==> src/rtl/stroke_rasterizer_if.sv <==
// Event-in / pixel-write-out bundle between the mouse stage, the stroke rasterizer and the frame-buffer port.
interface stroke_rasterizer_if;
  localparam int unsigned CW = 10;
  localparam int unsigned AW = 19;

  logic [CW-1:0] pos_x;
  logic [CW-1:0] pos_y;
  logic          pen_down;
  logic          pen_color;
  logic          in_valid;
  logic          in_ready;
  logic          clear_req;
  logic [AW-1:0] write_addr;
  logic          write_enable;
  logic          write_data;
  logic          busy;

  modport master (
    output pos_x, pos_y, pen_down, pen_color, in_valid, clear_req,
    input  in_ready, write_addr, write_enable, write_data, busy
  );

  modport slave (
    input  pos_x, pos_y, pen_down, pen_color, in_valid, clear_req,
    output in_ready, write_addr, write_enable, write_data, busy
  );
endinterface

==> src/rtl/stroke_rasterizer.sv <==
// Turns pen events into Bresenham pixel writes on the 1-bit frame buffer, plus a full-screen clear sweep.
module stroke_rasterizer #(
  parameter int unsigned H_PIX = 640,
  parameter int unsigned V_PIX = 480
) (
  input logic               clk,
  input logic               rst,
  stroke_rasterizer_if.slave bus
);
  localparam int unsigned CW = 10;
  localparam int unsigned AW = 19;
  localparam int unsigned EW = 12;
  localparam logic [CW-1:0] XMAX = CW'(H_PIX - 1);
  localparam logic [CW-1:0] YMAX = CW'(V_PIX - 1);

  typedef enum logic [1:0] {IDLE, LINE, CLEAR} state_e;

  state_e               state_q, state_d;
  logic [CW-1:0]        last_x_q, last_x_d, last_y_q, last_y_d;
  logic                 last_valid_q, last_valid_d;
  logic                 clr_pend_q, clr_pend_d;
  logic [CW-1:0]        cx_q, cx_d, cy_q, cy_d, x1_q, x1_d, y1_q, y1_d;
  logic                 sx_q, sx_d, sy_q, sy_d;
  logic signed [EW-1:0] dx_q, dx_d, dy_q, dy_d, err_q, err_d;
  logic                 color_q, color_d;
  logic                 we_q, we_d, wdata_q, wdata_d;
  logic [AW-1:0]        waddr_q, waddr_d;

  logic [CW-1:0]        px, py, x0, y0, adx, ady;
  logic                 x_neg, y_neg;
  logic signed [EW:0]   e2;
  logic signed [EW-1:0] err_acc;

  // Clamped end point, start point and direction of the next segment.
  assign px    = (bus.pos_x > XMAX) ? XMAX : bus.pos_x;
  assign py    = (bus.pos_y > YMAX) ? YMAX : bus.pos_y;
  assign x0    = last_valid_q ? last_x_q : px;
  assign y0    = last_valid_q ? last_y_q : py;
  assign x_neg = (px < x0);
  assign y_neg = (py < y0);
  assign adx   = x_neg ? (x0 - px) : (px - x0);
  assign ady   = y_neg ? (y0 - py) : (py - y0);

  assign bus.in_ready     = (state_q == IDLE) && !clr_pend_q && !bus.clear_req;
  assign bus.write_addr   = waddr_q;
  assign bus.write_enable = we_q;
  assign bus.write_data   = wdata_q;
  assign bus.busy         = (state_q != IDLE);

  always_comb begin
    state_d      = state_q;
    last_x_d     = last_x_q;
    last_y_d     = last_y_q;
    last_valid_d = last_valid_q;
    clr_pend_d   = clr_pend_q | bus.clear_req;
    cx_d         = cx_q;
    cy_d         = cy_q;
    x1_d         = x1_q;
    y1_d         = y1_q;
    sx_d         = sx_q;
    sy_d         = sy_q;
    dx_d         = dx_q;
    dy_d         = dy_q;
    err_d        = err_q;
    color_d      = color_q;
    we_d         = 1'b0;
    waddr_d      = waddr_q;
    wdata_d      = wdata_q;
    e2           = $signed({err_q, 1'b0});
    err_acc      = err_q;

    case (state_q)
      IDLE: begin
        if (clr_pend_q || bus.clear_req) begin
          state_d = CLEAR;
          cx_d    = '0;
          cy_d    = '0;
        end else if (bus.in_valid) begin
          if (bus.pen_down) begin
            cx_d         = x0;
            cy_d         = y0;
            x1_d         = px;
            y1_d         = py;
            sx_d         = x_neg;
            sy_d         = y_neg;
            dx_d         = $signed(EW'(adx));
            dy_d         = -$signed(EW'(ady));
            err_d        = $signed(EW'(adx)) - $signed(EW'(ady));
            color_d      = bus.pen_color;
            last_x_d     = px;
            last_y_d     = py;
            last_valid_d = 1'b1;
            state_d      = LINE;
          end else begin
            last_valid_d = 1'b0;
          end
        end
      end

      LINE: begin
        we_d    = 1'b1;
        waddr_d = AW'({cy_q, cx_q});
        wdata_d = color_q;
        if (cx_q == x1_q && cy_q == y1_q) begin
          state_d = IDLE;
        end else begin
          // Both steps are decided from the pre-update error term.
          if (e2 >= (EW+1)'(dy_q)) begin
            err_acc = err_acc + dy_q;
            cx_d    = sx_q ? (cx_q - CW'(1)) : (cx_q + CW'(1));
          end
          if (e2 <= (EW+1)'(dx_q)) begin
            err_acc = err_acc + dx_q;
            cy_d    = sy_q ? (cy_q - CW'(1)) : (cy_q + CW'(1));
          end
          err_d = err_acc;
        end
      end

      CLEAR: begin
        we_d    = 1'b1;
        waddr_d = AW'({cy_q, cx_q});
        wdata_d = 1'b0;
        if (cx_q == XMAX) begin
          cx_d = '0;
          if (cy_q == YMAX) begin
            clr_pend_d   = 1'b0;
            last_valid_d = 1'b0;
            state_d      = IDLE;
          end else begin
            cy_d = cy_q + CW'(1);
          end
        end else begin
          cx_d = cx_q + CW'(1);
        end
      end

      default: state_d = IDLE;
    endcase
  end

  always_ff @(posedge clk or posedge rst) begin
    if (rst) begin
      state_q      <= IDLE;
      last_x_q     <= '0;
      last_y_q     <= '0;
      last_valid_q <= 1'b0;
      clr_pend_q   <= 1'b0;
      cx_q         <= '0;
      cy_q         <= '0;
      x1_q         <= '0;
      y1_q         <= '0;
      sx_q         <= 1'b0;
      sy_q         <= 1'b0;
      dx_q         <= '0;
      dy_q         <= '0;
      err_q        <= '0;
      color_q      <= 1'b0;
      we_q         <= 1'b0;
      waddr_q      <= '0;
      wdata_q      <= 1'b0;
    end else begin
      state_q      <= state_d;
      last_x_q     <= last_x_d;
      last_y_q     <= last_y_d;
      last_valid_q <= last_valid_d;
      clr_pend_q   <= clr_pend_d;
      cx_q         <= cx_d;
      cy_q         <= cy_d;
      x1_q         <= x1_d;
      y1_q         <= y1_d;
      sx_q         <= sx_d;
      sy_q         <= sy_d;
      dx_q         <= dx_d;
      dy_q         <= dy_d;
      err_q        <= err_d;
      color_q      <= color_d;
      we_q         <= we_d;
      waddr_q      <= waddr_d;
      wdata_q      <= wdata_d;
    end
  end
endmodule
==> src/flat_wrapper.sv <==
// flat-port wrapper written by rule: the top's interface ports become plain ports
module stroke_rasterizer_flat 
#(
  parameter int unsigned H_PIX = 640,
  parameter int unsigned V_PIX = 480
)
  (clk, rst, bus_pos_x, bus_pos_y, bus_pen_down, bus_pen_color, bus_in_valid, bus_clear_req, bus_in_ready, bus_write_addr, bus_write_enable, bus_write_data, bus_busy);
  stroke_rasterizer_if bus_i ();
  input logic clk;
  input logic rst;
  input wire logic [$bits(bus_i.pos_x)-1:0] bus_pos_x;
  input wire logic [$bits(bus_i.pos_y)-1:0] bus_pos_y;
  input wire logic [$bits(bus_i.pen_down)-1:0] bus_pen_down;
  input wire logic [$bits(bus_i.pen_color)-1:0] bus_pen_color;
  input wire logic [$bits(bus_i.in_valid)-1:0] bus_in_valid;
  input wire logic [$bits(bus_i.clear_req)-1:0] bus_clear_req;
  output wire logic [$bits(bus_i.in_ready)-1:0] bus_in_ready;
  output wire logic [$bits(bus_i.write_addr)-1:0] bus_write_addr;
  output wire logic [$bits(bus_i.write_enable)-1:0] bus_write_enable;
  output wire logic [$bits(bus_i.write_data)-1:0] bus_write_data;
  output wire logic [$bits(bus_i.busy)-1:0] bus_busy;
  assign bus_i.pos_x = bus_pos_x;
  assign bus_i.pos_y = bus_pos_y;
  assign bus_i.pen_down = bus_pen_down;
  assign bus_i.pen_color = bus_pen_color;
  assign bus_i.in_valid = bus_in_valid;
  assign bus_i.clear_req = bus_clear_req;
  assign bus_in_ready = bus_i.in_ready;
  assign bus_write_addr = bus_i.write_addr;
  assign bus_write_enable = bus_i.write_enable;
  assign bus_write_data = bus_i.write_data;
  assign bus_busy = bus_i.busy;
  stroke_rasterizer #(.H_PIX(H_PIX), .V_PIX(V_PIX)) u_core (.clk(clk), .rst(rst), .bus(bus_i));
endmodule
==> config.mk <==
export PLATFORM = sky130hd
export DESIGN_NAME = stroke_rasterizer_flat
export DESIGN_NICKNAME = d
export VERILOG_FILES = /design/src/rtl/stroke_rasterizer_if.sv /design/src/rtl/stroke_rasterizer.sv /design/src/flat_wrapper.sv
export SDC_FILE = /design/constraint.sdc
export NUM_CORES = 1
export LEC_CHECK = 0
export CELL_PAD_IN_SITES_DETAIL_PLACEMENT = 0
export CELL_PAD_IN_SITES_GLOBAL_PLACEMENT = 1
export CORE_MARGIN = 10
export CORE_UTILIZATION = 47
export CTS_CLUSTER_SIZE = 16
export DETAILED_ROUTE_END_ITERATION = 7
export PLACE_DENSITY_LB_ADDON = 0.2
export REMOVE_ABC_BUFFERS = 1
export SLEW_MARGIN = 15
export SYNTH_ARGS = -nofsm -noshare
export SYNTH_HDL_FRONTEND = slang
export SYNTH_SLANG_ARGS = --single-unit
==> constraint.sdc <==
create_clock -name clk -period 5.9 [get_ports clk]
set_clock_uncertainty 0.1 [all_clocks]
set_input_delay 1.18 -clock clk [delete_from_list [all_inputs] [get_ports clk]]
set_output_delay 1.18 -clock clk [all_outputs]
set_load 0.05 [all_outputs]
[Word level (Yosys, flattened, before mapping)]
Cells that the tools add are included.
Word-level totals
  flip-flop bits (word level): 102
  bits in latches: 0
  memory bits (writable): 0
  memory bits (read-only): 0
  bits of input ports: 26
  output and inout port bits: 23
  word-level logic and storage cells: 123
  memories kept: 0
Cells by class
  add/subtract/negate cells: 12
  multiply operators: 0
  div/mod/pow operators: 0
  magnitude comparators: 6
  eq/ne operators: 18
  shifts and indexed selects: 0
  multiplexer cells: 50
  bitwise operators: 2
  reduce and logical (&&, ||, !) cells: 19
Operators with widths (count)
  10-bit two-way mux: 21
  12-bit two-way mux: 8
  10-bit one-hot mux with 3 select lines: 2
  10-bit subtractor: 4
  12-bit one-hot mux with 2 select lines: 1
  10-bit by 1-bit adder with 10-bit output, second input constant: 2
  10-bit == test: 2
  10-bit less-than comparator: 2
  5-bit AND reduction: 4
  10-bit by 1-bit subtractor with 10-bit output, second input constant: 2
  13-bit by 12-bit >= comparator with 1-bit output: 1
  13-bit by 11-bit less-or-equal comparator with 1-bit output: 1
  12-bit by 11-bit adder with 12-bit output: 1
  12-bit adder: 1
  2-bit two-way mux: 6
  10-bit negation with 12-bit output: 1
  10-bit by 10-bit subtractor with 11-bit output: 1
  10-bit == test, second input constant: 1
  10-bit by 9-bit == test with 1-bit output, second input constant: 1
  10-bit > comparator, second input constant: 1
  10-bit by 9-bit > comparator with 1-bit output, second input constant: 1
  2-bit by 1-bit inequality test with 1-bit output, second input constant: 5
  2-bit inequality test, second input constant: 5
  1-bit two-way mux: 9
  other kinds (16): 24

[Logic depth before layout (Yosys ltp)]
Gate-level depths: netlist of run 1.
  word-level depth: 10
  depth in mapped cells: 26
  depth with buffers taken out: 23

[Least setup slack after synthesis of run 1]
Ideal clock, no wire load.
  kind: in2reg
  from: in bus_pos_x[8]
  to: reg u_core.err_q[7]
  library setup time: 0.126 ns
  arrival: 5.180 ns
  data required time: 5.674 ns
  setup slack: 0.494 ns
  stages: 23
  buffers on the path: 2
  path through: o21a_1 > buf_2 > nor2_1 > inv_1 > mux2i_1 > inv_1 > ha_1 > nand3_1 > or2_2 > inv_1 > o2111ai_1 > nand2_1 > clkbuf_1 > o21ai_0 > o21ai_0 > xnor2_1 > ha_1 > o21ai_0 > nor4b_1 > a2111oi_0 > o21bai_1 > xor2_1 > a221o_1
On the way
  longest elaborated chain between the ends: 10
  elaborated cells between the ends (all ways): 12
  classes of those cells: add/sub (3); order compare (2); mux (7)
Ends and longest elaborated chain
  from (decl): line flat_wrapper.sv:11  | input wire logic [$bits(bus_i.pos_x)-1:0] bus_pos_x;
  10-bit > comparator (*): line stroke_rasterizer.sv:35  | assign px = (bus.pos_x > XMAX) ? XMAX : bus.pos_x;
  10-bit two-way mux (*): line stroke_rasterizer.sv:35
  via u_core.px[6]: line stroke_rasterizer.sv:29  | logic [CW-1:0] px, py, x0, y0, adx, ady;
  10-bit two-way mux: line stroke_rasterizer.sv:37  | assign x0 = last_valid_q ? last_x_q : px;
  10-bit less-than comparator (*): line stroke_rasterizer.sv:39  | assign x_neg = (px < x0);
  10-bit two-way mux (*): line stroke_rasterizer.sv:41  | assign adx = x_neg ? (x0 - px) : (px - x0);
  via u_core.adx[2]: line stroke_rasterizer.sv:29
  10-bit by 10-bit subtractor with 11-bit output (*): line stroke_rasterizer.sv:88  | err_d = $signed(EW'(adx)) - $signed(EW'(ady));
  12-bit two-way mux (*): line stroke_rasterizer.sv:79  | if (bus.pen_down) begin
  12-bit two-way mux (*): line stroke_rasterizer.sv:78  | end else if (bus.in_valid) begin
  12-bit two-way mux (*): line stroke_rasterizer.sv:74  | if (clr_pend_q || bus.clear_req) begin
  12-bit one-hot mux with 2 select lines (*): line stroke_rasterizer.sv:72  | case (state_q)
  to (signal assigned): line stroke_rasterizer.sv:176  | err_q <= err_d;
  to (decl): line stroke_rasterizer.sv:24  | logic signed [EW-1:0] dx_q, dx_d, dy_q, dy_d, err_q, err_d;
Mark *: on every way through the listed nets, which the timed path passes. The rest lies on a longest branch. The select of a mux whose other input is x is not followed.
A chain may end at the register's enable or synchronous reset.

[Final worst setup path of run 1]
  from: in bus_pos_y[9]
  to: reg u_core.err_q[9]
On the way
  longest elaborated chain between the ends: 10
  elaborated cells between the ends (all ways): 12
  classes of those cells: add/sub (3); order compare (2); mux (7)
Ends and longest elaborated chain
  from (decl): line flat_wrapper.sv:12  | input wire logic [$bits(bus_i.pos_y)-1:0] bus_pos_y;
  10-bit by 9-bit > comparator with 1-bit output (*): line stroke_rasterizer.sv:36  | assign py = (bus.pos_y > YMAX) ? YMAX : bus.pos_y;
  10-bit two-way mux (*): line stroke_rasterizer.sv:36
  via u_core.py[0]: line stroke_rasterizer.sv:29
  10-bit two-way mux: line stroke_rasterizer.sv:38  | assign y0 = last_valid_q ? last_y_q : py;
  10-bit subtractor or 10-bit less-than comparator (tied branches): line stroke_rasterizer.sv:42, stroke_rasterizer.sv:40
  10-bit two-way mux (*): line stroke_rasterizer.sv:42  | assign ady = y_neg ? (y0 - py) : (py - y0);
  10-bit by 10-bit subtractor with 11-bit output (*): line stroke_rasterizer.sv:88
  12-bit two-way mux (*): line stroke_rasterizer.sv:79
  12-bit two-way mux (*): line stroke_rasterizer.sv:78
  12-bit two-way mux (*): line stroke_rasterizer.sv:74
  12-bit one-hot mux with 2 select lines (*): line stroke_rasterizer.sv:72
Marked as above.

==> summary.txt, run 1 <==
Final layout
  – Most frequent cells in the layout: nand2_1, nor2_1, dfrtp_1, ha_1, o21ai_0
  – Synth-to-layout area growth: 14.5%
  – Nets@finish: 1369
  – Final cell count without fillers: 1524
  – N_diodes: 0
  – Commonest non-fill, non-tap cell in the layout: nand2_1
  – Share of cells above drive strength 1: 11.9%
  – Post-route cell area: 0.0110 mm²

Synthesis
  – Post-synthesis cell type count: 84
  – Primary FF master, synth: dfrtp_1
  – Synthesized cell area: 0.00958 mm²
  – Post-synth EDFFs: 0
  – Syn Inst Count: 1183
  – Yosys synthesis warning count: 0
  – Largest cells by area after synthesis: dfrtp_1, ha_1, nand2_1
  – Yosys reg bits: 102
  – Synth Area per Inst: 8.10 µm²
  – Post-synth top area share: 26.6%
  – FFs w/ async S/R, synth: 100%
  – Sequential area share after synthesis: 26.6%
  – Largest area contributor in the netlist: dfrtp_1

Routing
  – DR iter-0 viols: 483
  – WL/cell: 18.1 µm
  – Post-route ant nets: 0
  – Drt via density: 5.73
  – Post-route DRC: 0
  – WL final: 27.6 mm
  – Routed vias: 8729
  – 1st-pass router iterations: 5

CTS
  – CTS Hold Bufs: 0
  – H-tree depth: 3
  – CTS root buffer: clkbuf_16
  – Reg clk slew, reported paths: 70 ps
  – Skew-Pair Late Insertion Delay: 360 ps
  – Clk sinks: 102
  – CTS buffer count: 9
  – TritonCTS clock tree: built
  – Maximum root-to-sink buffer count: 2

Power and ir drop
  – Max VDD drop: 0.000375 V
  – Power Density: 458 mW/mm²
  – LEAKAGE: 4.96 nW

Floorplan
  – # IOs: 49
  – Area of the die: 0.0265 mm²
  – Die height: 163 µm
  – Rows: 52
  – Initial Utilization: 47.5%
  – Die width: 163 µm
  – Total core area: 0.0202 mm²

Placement
  – I/O Buffers: 48
  – RD Place Congestion: 0.889
  – Post-DP Area: 0.0107 mm²
  – Post-Place Cells: 1509
  – Post-DP HPWL: 21.7 mm

STA
  – RSZ-0062 raised after global routing: false
  – Worst-Margin Slew: 959 ps
  – Setup violations, final: 0
  – Final Hold Viols: 0
  – Relative slew slack: 35.6%
  – Max-slew violations: 0
  – Fmax: 0.181 GHz
  – Fin crit share: 93.4%
  – Min cycle time layout: 5510 ps

Flow run
  – Max-cap violation count: 0

Worst setup path
  – Critical path endpoint category: flip-flop
  – Crit Path Max Fanout: 5
  – Crit path kind: primary input to flip-flop
  – CP Launch Type: primary input
  – WP data arrival: 5650 ps
  – R2r worst-path depth: 18
  – Critical Path RT: 6030 ps

GRT
  – Vias in the first global route: 8558
  – Largest net degree at the start of global routing: 65
  – Global-route wire length before repair: 45.5 mm
  – Grt ovf: 0
  – Initial antenna violation count: 0
  – Gr usage total: 21.0%

Hold path
  – Worst Hold Class: flip-flop to flip-flop
  – Hold path cells: 2

Outcome
  – Run status: finished clean
through the flow:
step | util (%) | setup WS (ps) | power [mW] | hold WS, ps | TNS [ps]
2_1_floorplan | - | 552 | 3.33 | 347 | 0
4_1_cts | 54.3 | 343 | 5.01 | 384 | 0
5_1_grt | 54.4 | 0.741 | 5.46 | 414 | 0
6_report | 54.4 | 388 | 5.02 | 384 | 0
3_5_place_dp | 52.9 | -29.2 | 4.40 | 367 | -61.2
3_3_place_gp | 52.9 | 102 | 4.37 | 361 | 0
routing by layer:
layer | global-route usage, % | share of wire (%) | wire length [µm] | vias up
met1 | 27.4 | 47 | 12800 | 4125
met5 | 0 | 0 | 0 | -
met3 | 2.88 | 3.3 | 898 | 33
met2 | 35.1 | 48 | 13200 | 152
li1 | - | - | - | 4419
met4 | 6.80 | 2.2 | 604 | 0
power breakdown:
part           switching [mW]  internal (mW)
registers               0.168          0.808
clock network           0.297          0.292
logic                    1.96           1.50
total                    2.42           2.60
synthesized netlist by cell type (all sizes together), types with 17 or more instances:
cell / n
nor3: 32
inv: 78
a21oi: 80
o21ai: 92
clkbuf: 47
xor2: 34
ha: 91
xnor2: 42
mux2: 37
nor2: 109
nand2: 122
o211ai: 17
dfrtp: 102
nand3: 30
flip-flops by register name, indices dropped and copies added (netlist names), 2 cells and up:
name	count
u_core.state_q	2
u_core.bus.write_addr	19
u_core.cy_q	10
u_core.last_y_q	10
u_core.cx_q	10
u_core.dx_q	10
u_core.dy_q	12
u_core.last_x_q	10
u_core.err_q	12
critical path, cell delays in order:
cell and delay (ps):
clkdlybuf4s50_1 490, a41o_1 250, nor2_1 120, inv_1 80
mux2i_1 200, ha_1 260, inv_1 60, ha_1 210
nor3_1 180, o31ai_2 130, o2111a_1 170, o41ai_2 340
o311ai_2 180, a221o_1 330, a21oi_2 150, xnor2_1 160
inv_1 130, ha_1 300, buf_4 120, nand2_1 40
o21ai_0 230, mux2i_1 240, o211ai_1 110
area by class of cell:
| cell class | count | area [µm²] |
|---|---|---|
| well taps | 270 | 338 |
| fillers | 2016 | 9210 |
| repair buffers | 113 | 968 |
| multi-input cells | 946 | 6530 |
| inverters | 78 | 295 |
| flip-flops and latches | 102 | 2550 |
| clock buffers | 9 | 225 |
| clock inverters | 6 | 55.1 |
cells by family after synthesis:
| kind of cell | count (synthesis) | share of synthesized area [%] |
|---|---|---|
| adders and majority gates | 95 | 12.5 |
| buffers and inverters | 135 | 5.37 |
| muxes | 53 | 6.06 |
| DFF | 102 | 26.6 |
| other | 1 | 0.0392 |
| AOI/OAI and AO/OA | 349 | 24.3 |
| and+or+nand+nor | 372 | 18.0 |
| xor gates and xnor gates | 76 | 7.11 |
what timing repair did:
item | in CTS | in global routing
hold endpoints to repair | 0 | 0
buffers inserted | 0 | 0
setup endpoints to repair | 0 | 2
gates resized for setup | 0 | 2
path summary, 6_finish.rpt:
path	start	slack, ps	to
max in group asynchronous	rst	3430	u_core.last_y_q[4]
worst max register to register	u_core.err_q[11]	990	u_core.err_q[11]
min in group asynchronous	rst	1230	u_core.last_x_q[7]
worst min register to register	u_core.color_q	380	u_core.color_q
worst min-delay path	u_core.color_q	380	u_core.color_q
worst max-delay path	bus_pos_y[9]	390	u_core.err_q[9]
Note: power is estimated with default switching activity, not from simulation.
==> run 2, diff against run 1 <==
- CAP_MARGIN: default -> 20
- CELL_PAD_IN_SITES_DETAIL_PLACEMENT: 0 -> 1
- CORE_UTILIZATION: 47 -> 44
==> summary.txt, run 2 (synthesized netlist as in run 1, its figures left out) <==
Floorplan
  – Total core area: 0.0212 mm² (+5.2%)
  – Rows: 53 (+1.9%)
  – Die width: 168 µm (+2.9%)
  – Die height: 168 µm (+2.9%)
  – Area of the die: 0.0281 mm² (+6.0%)
  – Initial Utilization: 45.1% (-2.4 points)
  – # IOs: 49 (unchanged)

GRT
  – Initial antenna violation count: 0 (unchanged)
  – Largest net degree at the start of global routing: 58 (-11%)
  – Global-route wire length before repair: 50.0 mm (+10%)
  – Gr usage total: 21.4% (+0.39 points)
  – Grt ovf: 0 (unchanged)
  – Vias in the first global route: 9410 (+10%)

Routing
  – 1st-pass router iterations: 4 (-1)
  – WL final: 30.4 mm (+10%)
  – Post-route ant nets: 0 (unchanged)
  – Drt via density: 5.89 (+2.9%)
  – WL/cell: 19.8 µm (+9.2%)
  – Post-route DRC: 0 (unchanged)
  – Routed vias: 9056 (+3.7%)
  – DR iter-0 viols: 423 (-12%)

STA
  – Max-slew violations: 0 (unchanged)
  – Fin crit share: 94.6% (+1.2 points)
  – Relative slew slack: 31.4% (-4.2 points)
  – Setup TNS: 0 ps (unchanged)
  – Min cycle time layout: 5580 ps (+71.4 ps)
  – Final Hold Viols: 0 (unchanged)
  – Fmax: 0.179 GHz (-1.3%)
  – Worst-Margin Slew: 1020 ps (+62.8 ps)
  – Setup violations, final: 0 (unchanged)

Worst setup path
  – R2r worst-path depth: 19 (+1)
  – Cell breakdown of the critical path: clkdlybuf4s50_1 -> a41o_1 -> nor2_2 -> inv_1 -> mux2i_1 -> buf_4 -> inv_1 -> ha_1 -> inv_1 -> ha_1 -> nor3_2 -> nor3_4 -> o21ba_2 -> nor3_1 -> o21ai_0 -> o31a_1 -> ha_1 -> nand3_1 -> nand2_1 -> a2111oi_2 -> o21bai_1 -> xor2_1 -> a221o_1
  – Worst path slowest cell: clkdlybuf4s50_1
  – Critical Path RT: 6060 ps (+30 ps)
  – Crit path kind: primary input to flip-flop
  – CP Launch Type: primary input
  – Worst R2R Start: u_core.err_q[0]
  – Crit Path Max Fanout: 6 (+1)
  – Worst path buffer plus inverter count: 5 (unchanged)
  – Worst R2R End: u_core.err_q[11]
  – WP data arrival: 5740 ps (+90 ps)
  – Levels on crit path: 23 (unchanged)
  – Critical path endpoint category: flip-flop
  – Setup slack, reg-to-reg: 930 ps (-60 ps)
  – CP top delay family: compound AO/OA/AOI/OAI gates
  – Max incr delay on CP: 530 ps (+40 ps)

Final layout
  – Commonest non-fill, non-tap cell in the layout: nand2_1
  – Nets@finish: 1377 (+0.58%)
  – N_diodes: 0 (unchanged)
  – Share of cells above drive strength 1: 13.3% (+1.4 points)
  – Most frequent cells in the layout: nand2_1, nor2_1, dfrtp_1, ha_1, o21ai_0
  – Fillers: 2632 (+31%)
  – Synth-to-layout area growth: 15.6%
  – Final cell count without fillers: 1537 (+0.85%)
  – Finished Core Util: 52.2% (-2.2 points)
  – Max reg flops: 19 (unchanged)

Power and ir drop
  – Total power draw: 5.19 mW (+3.3%)
  – Sequential share of power: 18.9% (-0.5 points)
  – LEAKAGE: 5.02 nW (+1.1%)
  – Switching share of total power: 48.8% (+0.57 points)
  – P_sw: 2.53 mW (+4.5%)
  – Max VDD drop: 0.000259 V (-31%)
  – Pint: 2.66 mW (+2.1%)
  – Clock share of power: 11.5% (-0.2 points)
  – Power Density: 469 mW/mm² (+2.3%)
  – Combinational share of power: 69.6% (+0.8 points)

CTS
  – CTS buffer count: 9 (unchanged)
  – CTS root buffer: clkbuf_16
  – Clk sinks: 102 (unchanged)
  – Reg clk slew, reported paths: 80 ps (about the same)
  – Maximum root-to-sink buffer count: 2 (unchanged)
  – Skew-Pair Late Insertion Delay: 370 ps (about the same)
  – TritonCTS clock tree: built
  – H-tree depth: 3 (unchanged)

Hold path
  – Hold path cells: 2 (unchanged)
  – Hold_sp: u_core.color_q
  – Hold Path End: u_core.color_q
  – Worst Hold Class: flip-flop to flip-flop

Placement
  – Post-Place Cells: 1521 (+0.80%)
  – I/O Buffers: 48 (unchanged)
  – Post-DP HPWL: 24.0 mm (+11%)
  – RD Place Congestion: 0.903 (+1.5%)

Flow run
  – Max-cap violation count: 0 (unchanged)

Outcome
  – Run status: finished clean
## run 2: worst register-to-register path: stages (launching register included)
cell      delay, ps
dfrtp_1         460
ha_1            300
nor2b_1         140
o211ai_1        110
nand3_1         110
a31oi_1         100
o21ai_1         530
buf_4           310
mux2_2          370
ha_1            340
nand3_1         110
o211ai_1        150
o41ai_1         510
o21bai_1        120
a21o_1          220
a21oi_1         170
nor3_1           80
xnor2_1         160
a221oi_1        330
a21oi_1         110
## run 2: what timing repair did
| action | CTS | global route |
|---|---|---|
| buffers inserted | 0 | 1 |
| resized for setup | 0 | 13 |
| setup endpoints to repair | 0 | 5 |
| hold buffers | 0 | 0 |
## run 2: how the worst max path moves through the flow
stage / start / endpoint
3_5_place_dp: bus_pos_y[8] / u_core.err_q[7]
3_3_place_gp: bus_pos_y[8] / u_core.err_q[10]
2_1_floorplan: bus_pos_y[5] / u_core.err_q[11]
6_report: bus_pos_y[8] / u_core.err_q[7]
4_1_cts: bus_pos_y[8] / u_core.err_q[7]
5_1_grt: bus_pos_y[6] / u_core.err_q[7]
## run 2: power groups by stage
| stage | sequential, mW | clock (mW) | combinational [mW] |
|---|---|---|---|
| 6_report | 0.980 | 0.596 | 3.61 |
| 5_1_grt | 1.00 | 0.634 | 3.98 |
| 4_1_cts | 0.979 | 0.612 | 3.55 |
| 3_5_place_dp | 0.992 | 0 | 3.52 |
| 3_3_place_gp | 0.986 | 0 | 3.42 |
| 2_1_floorplan | 1.09 | 0 | 2.24 |
## run 2: metal layers
| layer | GRT usage [%] | wire length (µm) |
|---|---|---|
| met5 | 0 | 0 |
| met3 | 2.39 | 791 |
| met4 | 6.43 | 650 |
| met1 | 27.3 | 14000 |
| met2 | 37.0 | 14900 |
## run 2: cell type report
class,count,area [µm²],area share (%)
multi-input cells,946,6570,59.4
flip-flops and latches,102,2550,23.1
repair buffers,121,1030,9.29
well taps,275,344,3.11
inverters,78,295,2.67
clock buffers,9,225,2.03
clock inverters,6,53.8,0.486
## run 2: stage by stage
stage	hold WS (ps)	instance area [µm²]	setup WS, ps
after floorplan	347	9360	552
after global placement	360	10700	43.7
after detailed placement	373	10700	-165
after CTS	390	11000	190
after global routing	432	11100	-9.34
final	382	11100	317
